--- config.mk ---
export PLATFORM = sky130hd
export DESIGN_NAME = mem_port_arbiter_flat
export DESIGN_NICKNAME = d
export VERILOG_FILES = /design/src/rtl/mem_port_arbiter_if.sv /design/src/rtl/mem_port_arbiter.sv /design/src/flat_wrapper.sv
export SDC_FILE = /design/constraint.sdc
export NUM_CORES = 1
export LEC_CHECK = 0
export CAP_MARGIN = 30
export CORE_MARGIN = 5
export CORE_UTILIZATION = 42
export DETAILED_ROUTE_END_ITERATION = 10
export GPL_TIMING_DRIVEN = 0
export PLACE_DENSITY = 0.95
export SYNTH_ARGS = -nofsm -noshare
export SYNTH_HDL_FRONTEND = slang
export SYNTH_SLANG_ARGS = --single-unit
--- constraint.sdc ---
create_clock -name CLK -period 7.4 [get_ports CLK]
set_input_delay 2.22 -clock CLK [delete_from_list [all_inputs] [get_ports CLK]]
set_output_delay 2.22 -clock CLK [all_outputs]
set_load 0.03 [all_outputs]
--- src/rtl/mem_port_arbiter_if.sv ---
// Requestor + external memory bundle for mem_port_arbiter; slave is the arbiter's view,
// master is the requestor/memory side.
interface mem_port_arbiter_if #(
  parameter int NUM_CH     = 2,
  parameter int DATA_WIDTH = 32,
  parameter int ADDR_WIDTH = 26
);
  logic [NUM_CH-1:0]            REQ;
  logic [NUM_CH-1:0]            REQ_WE;
  logic [NUM_CH*ADDR_WIDTH-1:0] REQ_ADDR;
  logic [NUM_CH*DATA_WIDTH-1:0] REQ_WDATA;
  logic [NUM_CH-1:0]            ACK;
  logic [DATA_WIDTH-1:0]        RDATA;
  logic [ADDR_WIDTH-1:0]        MEM_ADDR;
  logic [DATA_WIDTH-1:0]        MEM_DATA_OUT;
  logic [DATA_WIDTH-1:0]        MEM_DATA_IN;
  logic                         MEM_READ;
  logic                         MEM_WRITE;

  modport slave (
    input  REQ, REQ_WE, REQ_ADDR, REQ_WDATA, MEM_DATA_IN,
    output ACK, RDATA, MEM_ADDR, MEM_DATA_OUT, MEM_READ, MEM_WRITE
  );

  modport master (
    output REQ, REQ_WE, REQ_ADDR, REQ_WDATA, MEM_DATA_IN,
    input  ACK, RDATA, MEM_ADDR, MEM_DATA_OUT, MEM_READ, MEM_WRITE
  );
endinterface

--- src/rtl/mem_port_arbiter.sv ---
// Round-robin arbiter sharing one memory port among NUM_CH requestors; strobe held MEM_LAT
// cycles, one-cycle ACK after. Requestors wait with REQ held; one transaction in flight.
module mem_port_arbiter #(
  parameter int NUM_CH     = 2,
  parameter int DATA_WIDTH = 32,
  parameter int ADDR_WIDTH = 26,
  parameter int MEM_LAT    = 1
) (
  input logic               CLK,
  input logic               RST,
  mem_port_arbiter_if.slave bus
);
  localparam int CH_W  = (NUM_CH > 1) ? $clog2(NUM_CH) : 1;
  localparam int CNT_W = 4;

  typedef enum logic [1:0] {S_IDLE, S_ACCESS, S_DONE} state_t;

  state_t                state_q, state_d;
  logic [CH_W-1:0]       ch_q, ch_d;
  logic [CH_W-1:0]       last_q, last_d;
  logic                  we_q, we_d;
  logic [ADDR_WIDTH-1:0] addr_q, addr_d;
  logic [DATA_WIDTH-1:0] wdata_q, wdata_d;
  logic [DATA_WIDTH-1:0] rdata_q, rdata_d;
  logic [CNT_W-1:0]      cnt_q, cnt_d;

  logic [CH_W:0]         pick;
  logic                  gnt_vld;
  logic [CH_W-1:0]       gnt_idx;
  logic                  sel_we;
  logic [ADDR_WIDTH-1:0] sel_addr;
  logic [DATA_WIDTH-1:0] sel_wdata;
  logic [NUM_CH-1:0]     ack;

  // Scan starts one past the last winner and wraps, so the last winner is checked last.
  function automatic logic [CH_W:0] rr_pick(input logic [NUM_CH-1:0] req,
                                            input logic [CH_W-1:0]   last);
    logic [CH_W-1:0] c;
    logic [CH_W-1:0] idx;
    logic            found;
    c     = last;
    idx   = '0;
    found = 1'b0;
    for (int k = 0; k < NUM_CH; k++) begin
      c = (c == CH_W'(NUM_CH - 1)) ? '0 : c + CH_W'(1);
      if (!found && req[c]) begin
        found = 1'b1;
        idx   = c;
      end
    end
    return {found, idx};
  endfunction

  assign pick    = rr_pick(bus.REQ, last_q);
  assign gnt_vld = pick[CH_W];
  assign gnt_idx = pick[CH_W-1:0];

  always_comb begin
    sel_we    = 1'b0;
    sel_addr  = '0;
    sel_wdata = '0;
    for (int i = 0; i < NUM_CH; i++) begin
      if (gnt_idx == CH_W'(i)) begin
        sel_we    = bus.REQ_WE[i];
        sel_addr  = bus.REQ_ADDR[i*ADDR_WIDTH +: ADDR_WIDTH];
        sel_wdata = bus.REQ_WDATA[i*DATA_WIDTH +: DATA_WIDTH];
      end
    end
  end

  always_comb begin
    state_d = state_q;
    ch_d    = ch_q;
    last_d  = last_q;
    we_d    = we_q;
    addr_d  = addr_q;
    wdata_d = wdata_q;
    rdata_d = rdata_q;
    cnt_d   = cnt_q;
    unique case (state_q)
      S_IDLE: begin
        if (gnt_vld) begin
          ch_d    = gnt_idx;
          last_d  = gnt_idx;
          we_d    = sel_we;
          addr_d  = sel_addr;
          wdata_d = sel_wdata;
          cnt_d   = CNT_W'(MEM_LAT - 1);
          state_d = S_ACCESS;
        end
      end
      S_ACCESS: begin
        if (cnt_q == '0) begin
          if (!we_q) begin
            rdata_d = bus.MEM_DATA_IN;
          end
          state_d = S_DONE;
        end else begin
          cnt_d = cnt_q - CNT_W'(1);
        end
      end
      S_DONE: begin
        state_d = S_IDLE;
      end
      default: begin
        state_d = S_IDLE;
      end
    endcase
  end

  always_ff @(posedge CLK or posedge RST) begin
    if (RST) begin
      state_q <= S_IDLE;
      ch_q    <= '0;
      last_q  <= CH_W'(NUM_CH - 1);
      we_q    <= 1'b0;
      addr_q  <= '0;
      wdata_q <= '0;
      rdata_q <= '0;
      cnt_q   <= '0;
    end else begin
      state_q <= state_d;
      ch_q    <= ch_d;
      last_q  <= last_d;
      we_q    <= we_d;
      addr_q  <= addr_d;
      wdata_q <= wdata_d;
      rdata_q <= rdata_d;
      cnt_q   <= cnt_d;
    end
  end

  // Strobes decode straight from the async-reset state so they drop the moment RST rises.
  always_comb begin
    ack = '0;
    if (state_q == S_DONE) begin
      ack[ch_q] = 1'b1;
    end
  end

  assign bus.ACK          = ack;
  assign bus.RDATA        = rdata_q;
  assign bus.MEM_ADDR     = addr_q;
  assign bus.MEM_DATA_OUT = wdata_q;
  assign bus.MEM_READ     = (state_q == S_ACCESS) && !we_q;
  assign bus.MEM_WRITE    = (state_q == S_ACCESS) && we_q;
endmodule

--- src/flat_wrapper.sv ---
// flat-port wrapper written by rule: the top's interface ports become plain ports
module mem_port_arbiter_flat 
#(
  parameter int NUM_CH     = 2,
  parameter int DATA_WIDTH = 32,
  parameter int ADDR_WIDTH = 26,
  parameter int MEM_LAT    = 1
)
  (CLK, RST, bus_REQ, bus_REQ_WE, bus_REQ_ADDR, bus_REQ_WDATA, bus_MEM_DATA_IN, bus_ACK, bus_RDATA, bus_MEM_ADDR, bus_MEM_DATA_OUT, bus_MEM_READ, bus_MEM_WRITE);
  mem_port_arbiter_if #(.NUM_CH(NUM_CH), .DATA_WIDTH(DATA_WIDTH), .ADDR_WIDTH(ADDR_WIDTH)) bus_i ();
  input logic CLK;
  input logic RST;
  input wire logic [$bits(bus_i.REQ)-1:0] bus_REQ;
  input wire logic [$bits(bus_i.REQ_WE)-1:0] bus_REQ_WE;
  input wire logic [$bits(bus_i.REQ_ADDR)-1:0] bus_REQ_ADDR;
  input wire logic [$bits(bus_i.REQ_WDATA)-1:0] bus_REQ_WDATA;
  input wire logic [$bits(bus_i.MEM_DATA_IN)-1:0] bus_MEM_DATA_IN;
  output wire logic [$bits(bus_i.ACK)-1:0] bus_ACK;
  output wire logic [$bits(bus_i.RDATA)-1:0] bus_RDATA;
  output wire logic [$bits(bus_i.MEM_ADDR)-1:0] bus_MEM_ADDR;
  output wire logic [$bits(bus_i.MEM_DATA_OUT)-1:0] bus_MEM_DATA_OUT;
  output wire logic [$bits(bus_i.MEM_READ)-1:0] bus_MEM_READ;
  output wire logic [$bits(bus_i.MEM_WRITE)-1:0] bus_MEM_WRITE;
  assign bus_i.REQ = bus_REQ;
  assign bus_i.REQ_WE = bus_REQ_WE;
  assign bus_i.REQ_ADDR = bus_REQ_ADDR;
  assign bus_i.REQ_WDATA = bus_REQ_WDATA;
  assign bus_i.MEM_DATA_IN = bus_MEM_DATA_IN;
  assign bus_ACK = bus_i.ACK;
  assign bus_RDATA = bus_i.RDATA;
  assign bus_MEM_ADDR = bus_i.MEM_ADDR;
  assign bus_MEM_DATA_OUT = bus_i.MEM_DATA_OUT;
  assign bus_MEM_READ = bus_i.MEM_READ;
  assign bus_MEM_WRITE = bus_i.MEM_WRITE;
  mem_port_arbiter #(.NUM_CH(NUM_CH), .DATA_WIDTH(DATA_WIDTH), .ADDR_WIDTH(ADDR_WIDTH), .MEM_LAT(MEM_LAT)) u_core (.CLK(CLK), .RST(RST), .bus(bus_i));
endmodule
==> summary.md <==
| Metric | Value |
|---|---|
| Clk_lat worst skew | `0.35 ns` |
| Vias/cell | `5.42` |
| R2r setup slk | `5.47 ns` |
| Critical Path End | `bus_MEM_WRITE` |
| Simple-gate area share of the yosys netlist | `7.67%` |
| Max VDD drop | `277 uV` |
| Final Hold Viols | `0` |
| Status | `finished, final reports clean` |
| Cell Area, Synth | `0.00458 sq mm` |
| Routed len/inst | `19.8 um` |
| Largest family of logic cells by synthesized area | `compound AO/OA/AOI/OAI gates` |
| Post-cts resize count | `0` |
| Rows | `38` |
| Layout fillers | `759` |
| Achievable Freq | `245 MHz` |
| Worst path required time | `5.18 ns` |
| Routed Antenna Nets | `0` |
| GRT Util Overall | `23.5%` |
| Die height | `114 um` |
| Crit-path cells | `nor2b_1 -> and2_1 -> clkdlybuf4s50_1` |
| Die W | `114 um` |
| Remaining DRCs | `0` |
| Yosys top cell by area | `dfrtp_1` |
| R2R Path Start | `u_core.cnt_q[0]` |
| Via count | `4,276` |
| Initial DRC count | `327` |
| Core ar. | `0.0107 sq mm` |
| Total CTS buffers | `9` |
| Synth Area in Adders | `0.546%` |
| Initial Util | `42.7%` |
| Distinct cells, synth | `34` |
| I/O Buffers | `247` |
| Synth Instances | `386` |
| Worst path depth | `3` |
| Pwr Total | `0.00329 W` |
| Initial antenna violation count | `0` |
| # Max-Cap Violations | `0` |
| CP max stage delay | `0.69 ns` |
| P_leak | `3.10 nW` |
| Setup violators final | `0` |
| Largest net degree at the start of global routing | `59` |
| CTS H-Tree Depth | `3` |
| Period utilization | `55.0%` |
| CP Class | `reg -> out` |
| Layout area overhead | `61.9%` |
| Final antenna diode count | `0` |
| Die area | `0.0131 sq mm` |
| HP Class | `reg -> reg` |
| Gpl congestion | `0.902` |
| Post-synthesis mux area share | `10.5%` |
| Grt total ovfl | `0` |
| Synth top area share | `53.5%` |
| Final Critical Period | `4.07 ns` |
| CTS tree | `built` |
| WP buf/inv | `1` |
| RSZ-0062 raised after global routing | `false` |
| #FFs+latches synth | `99` |
| Reg2reg end | `u_core.bus.RDATA[0]` |
| I/O pins | `248` |
| Root buf cell | `clkbuf_8` |
| Final setup TNS | `0 ns` |
| Crit-path max FO | `7` |
| Layout cell share with drive strength beyond 1 | `11.4%` |
| Global-route wire length before repair | `24,200 um` |
| CP Capture Type | `output port` |
| Kind of cell adding the most delay to the critical path | `buffers and inverters` |
| Crit path launch type | `register` |
| Final Net Count | `801` |
| Wirelength, routed | `15,600 um` |
| Worst Setup SP | `u_core.state_q[0]` |
| Detailed placement HPWL | `12,000 um` |
| Reg2reg path depth | `6` |
| DR pass1 iterations | `4` |
| Final number of max-transition violations | `0` |
| Clock buffer depth | `2` |
| Vias in the first global route | `4,649` |
| Largest cells by area after synthesis | `dfrtp_1, a2bb2oi_1, mux2_4` |
| Xor/xnor share of the synthesized area | `0%` |
| Hold-fix buffers at CTS | `0` |
| Slowest cell on crit path | `clkdlybuf4s50_1` |
| Max Clock Skew | `0.00800 ns` |
| Seq/Total Area, Yosys | `54.1%` |
| Synthesized Nets | `542` |
| Post-CTS Setup Repair Bufs | `0` |
| Power per cell area | `443 mW/mm^2` |
| Register Area | `0.00248 sq mm` |
| Avg Cell Area, Syn | `11.9 sq um` |
| Worst slew margin | `61.8%` |
| Area occupied by multi-input gates | `0.00191 sq mm` |
| Clk slew on worst S/H paths | `0.09 ns` |
| Yosys warnings | `0` |
| Clock sink total | `99` |
| Complex-gate fraction of the synthesized area | `22.9%` |
| Worst slew pin tran | `0.573 ns` |
| Crit path DAT | `1.85 ns` |
==> sequential cells by signal (all words and copies together) (netlist names) <==
signal / cells
u_core.we_q: 1
u_core.bus.MEM_ADDR: 26
u_core.bus.RDATA: 32
u_core.cnt_q: 4
u_core.state_q: 2
u_core.ch_q: 1
u_core.last_q: 1
u_core.bus.MEM_DATA_OUT: 32
==> cell usage after synthesis <==
master,n
dfrtp_1,98
a211oi_1,59
a2bb2oi_1,59
nand2_1,59
mux2_4,30
buf_2,17
clkbuf_1,11
o21ai_0,8
buf_1,5
inv_1,5
buf_6,3
nor2_1,3
nor3_1,3
ha_1,2
mux2_2,2
nor2b_1,2
nor3b_2,2
or2_1,2
a21bo_2,1
a21boi_2,1
a21oi_1,1
and2_1,1
and3_1,1
dfstp_2,1
mux2i_1,1
nand2_2,1
nand2b_1,1
nand3_1,1
nor3b_1,1
o221ai_1,1
o22ai_1,1
o31ai_1,1
or3b_2,1
or4_1,1
==> routing by layer <==
| metal | wire (um) | up-vias | GRT usage [%] |
|---|---|---|---|
| met2 | 7660 | 212 | 39.4 |
| li1 | - | 1955 | - |
| met4 | 234 | 0 | 7.52 |
| met5 | 0 | - | 0 |
| met1 | 6170 | 2090 | 28.9 |
| met3 | 1540 | 19 | 7.08 |
==> where the power goes <==
part	internal (W)	leakage [nW]	switching (W)	total, W
registers	0.000817	1.13	0.000172	0.000990
clock network	0.000129	0.0860	0.000176	0.000305
logic	0.000954	1.89	0.00104	0.00199
total	0.00190	3.10	0.00139	0.00329
==> cell usage in the layout (no fill, tap or decap), types with 4 or more instances in the layout <==
master and n:
o21ai_0 8, buf_1 5, dfrtp_1 98, clkbuf_8 10, buf_2 17, mux2_4 30
inv_1 4, clkbuf_1 13, nand2_1 59, a2bb2oi_1 59, clkdlybuf4s50_1 247, a211oi_1 59
==> how the worst min path moves through the flow <==
stage	from	end	slack, ns	cells after the start
CTS	u_core.bus.RDATA[21]	u_core.bus.RDATA[21]	0.53	1
global route	u_core.bus.RDATA[15]	u_core.bus.RDATA[15]	0.53	1
global placement	u_core.bus.RDATA[22]	u_core.bus.RDATA[22]	0.49	1
finish	u_core.bus.RDATA[21]	u_core.bus.RDATA[21]	0.52	1
floorplan	u_core.ch_q	u_core.ch_q	0.49	2
detailed placement	u_core.bus.RDATA[24]	u_core.bus.RDATA[24]	0.49	1
==> per-stage QoR <==
stage | setup slack [ns] | instance area, sq um | utilization [%] | instances | hold slack, ns
floorplan | 2.59 | 4580 | - | 386 | 0.489
global placement | 1.20 | 7230 | 67.3 | 773 | 0.493
detailed placement | 3.38 | 7260 | 67.6 | 774 | 0.494
CTS | 3.32 | 7420 | 69.1 | 789 | 0.525
global route | 3.26 | 7420 | 69.1 | 789 | 0.533
finish | 3.33 | 7420 | 69.1 | 789 | 0.519
==> cells by family after synthesis <==
kind of cell	Yosys count
flip-flops	99
AND/OR/NAND/NOR	79
buffers and inverters	41
adder cells (fa/ha/maj)	2
multiplexers	33
AO/OA/AOI/OAI	132
==> layout make-up <==
class,count,share of cell area [%]
Sequential cell,99,33.4
Inverter,5,0.287
Clock inverter,3,0.202
Multi-Input combinational cell,246,25.7
Tap cell,140,2.36
Clock buffer,12,1.96
Timing Repair Buffer,248,33.7
Buffer,36,2.41
(Power assumes the default switching activity.)
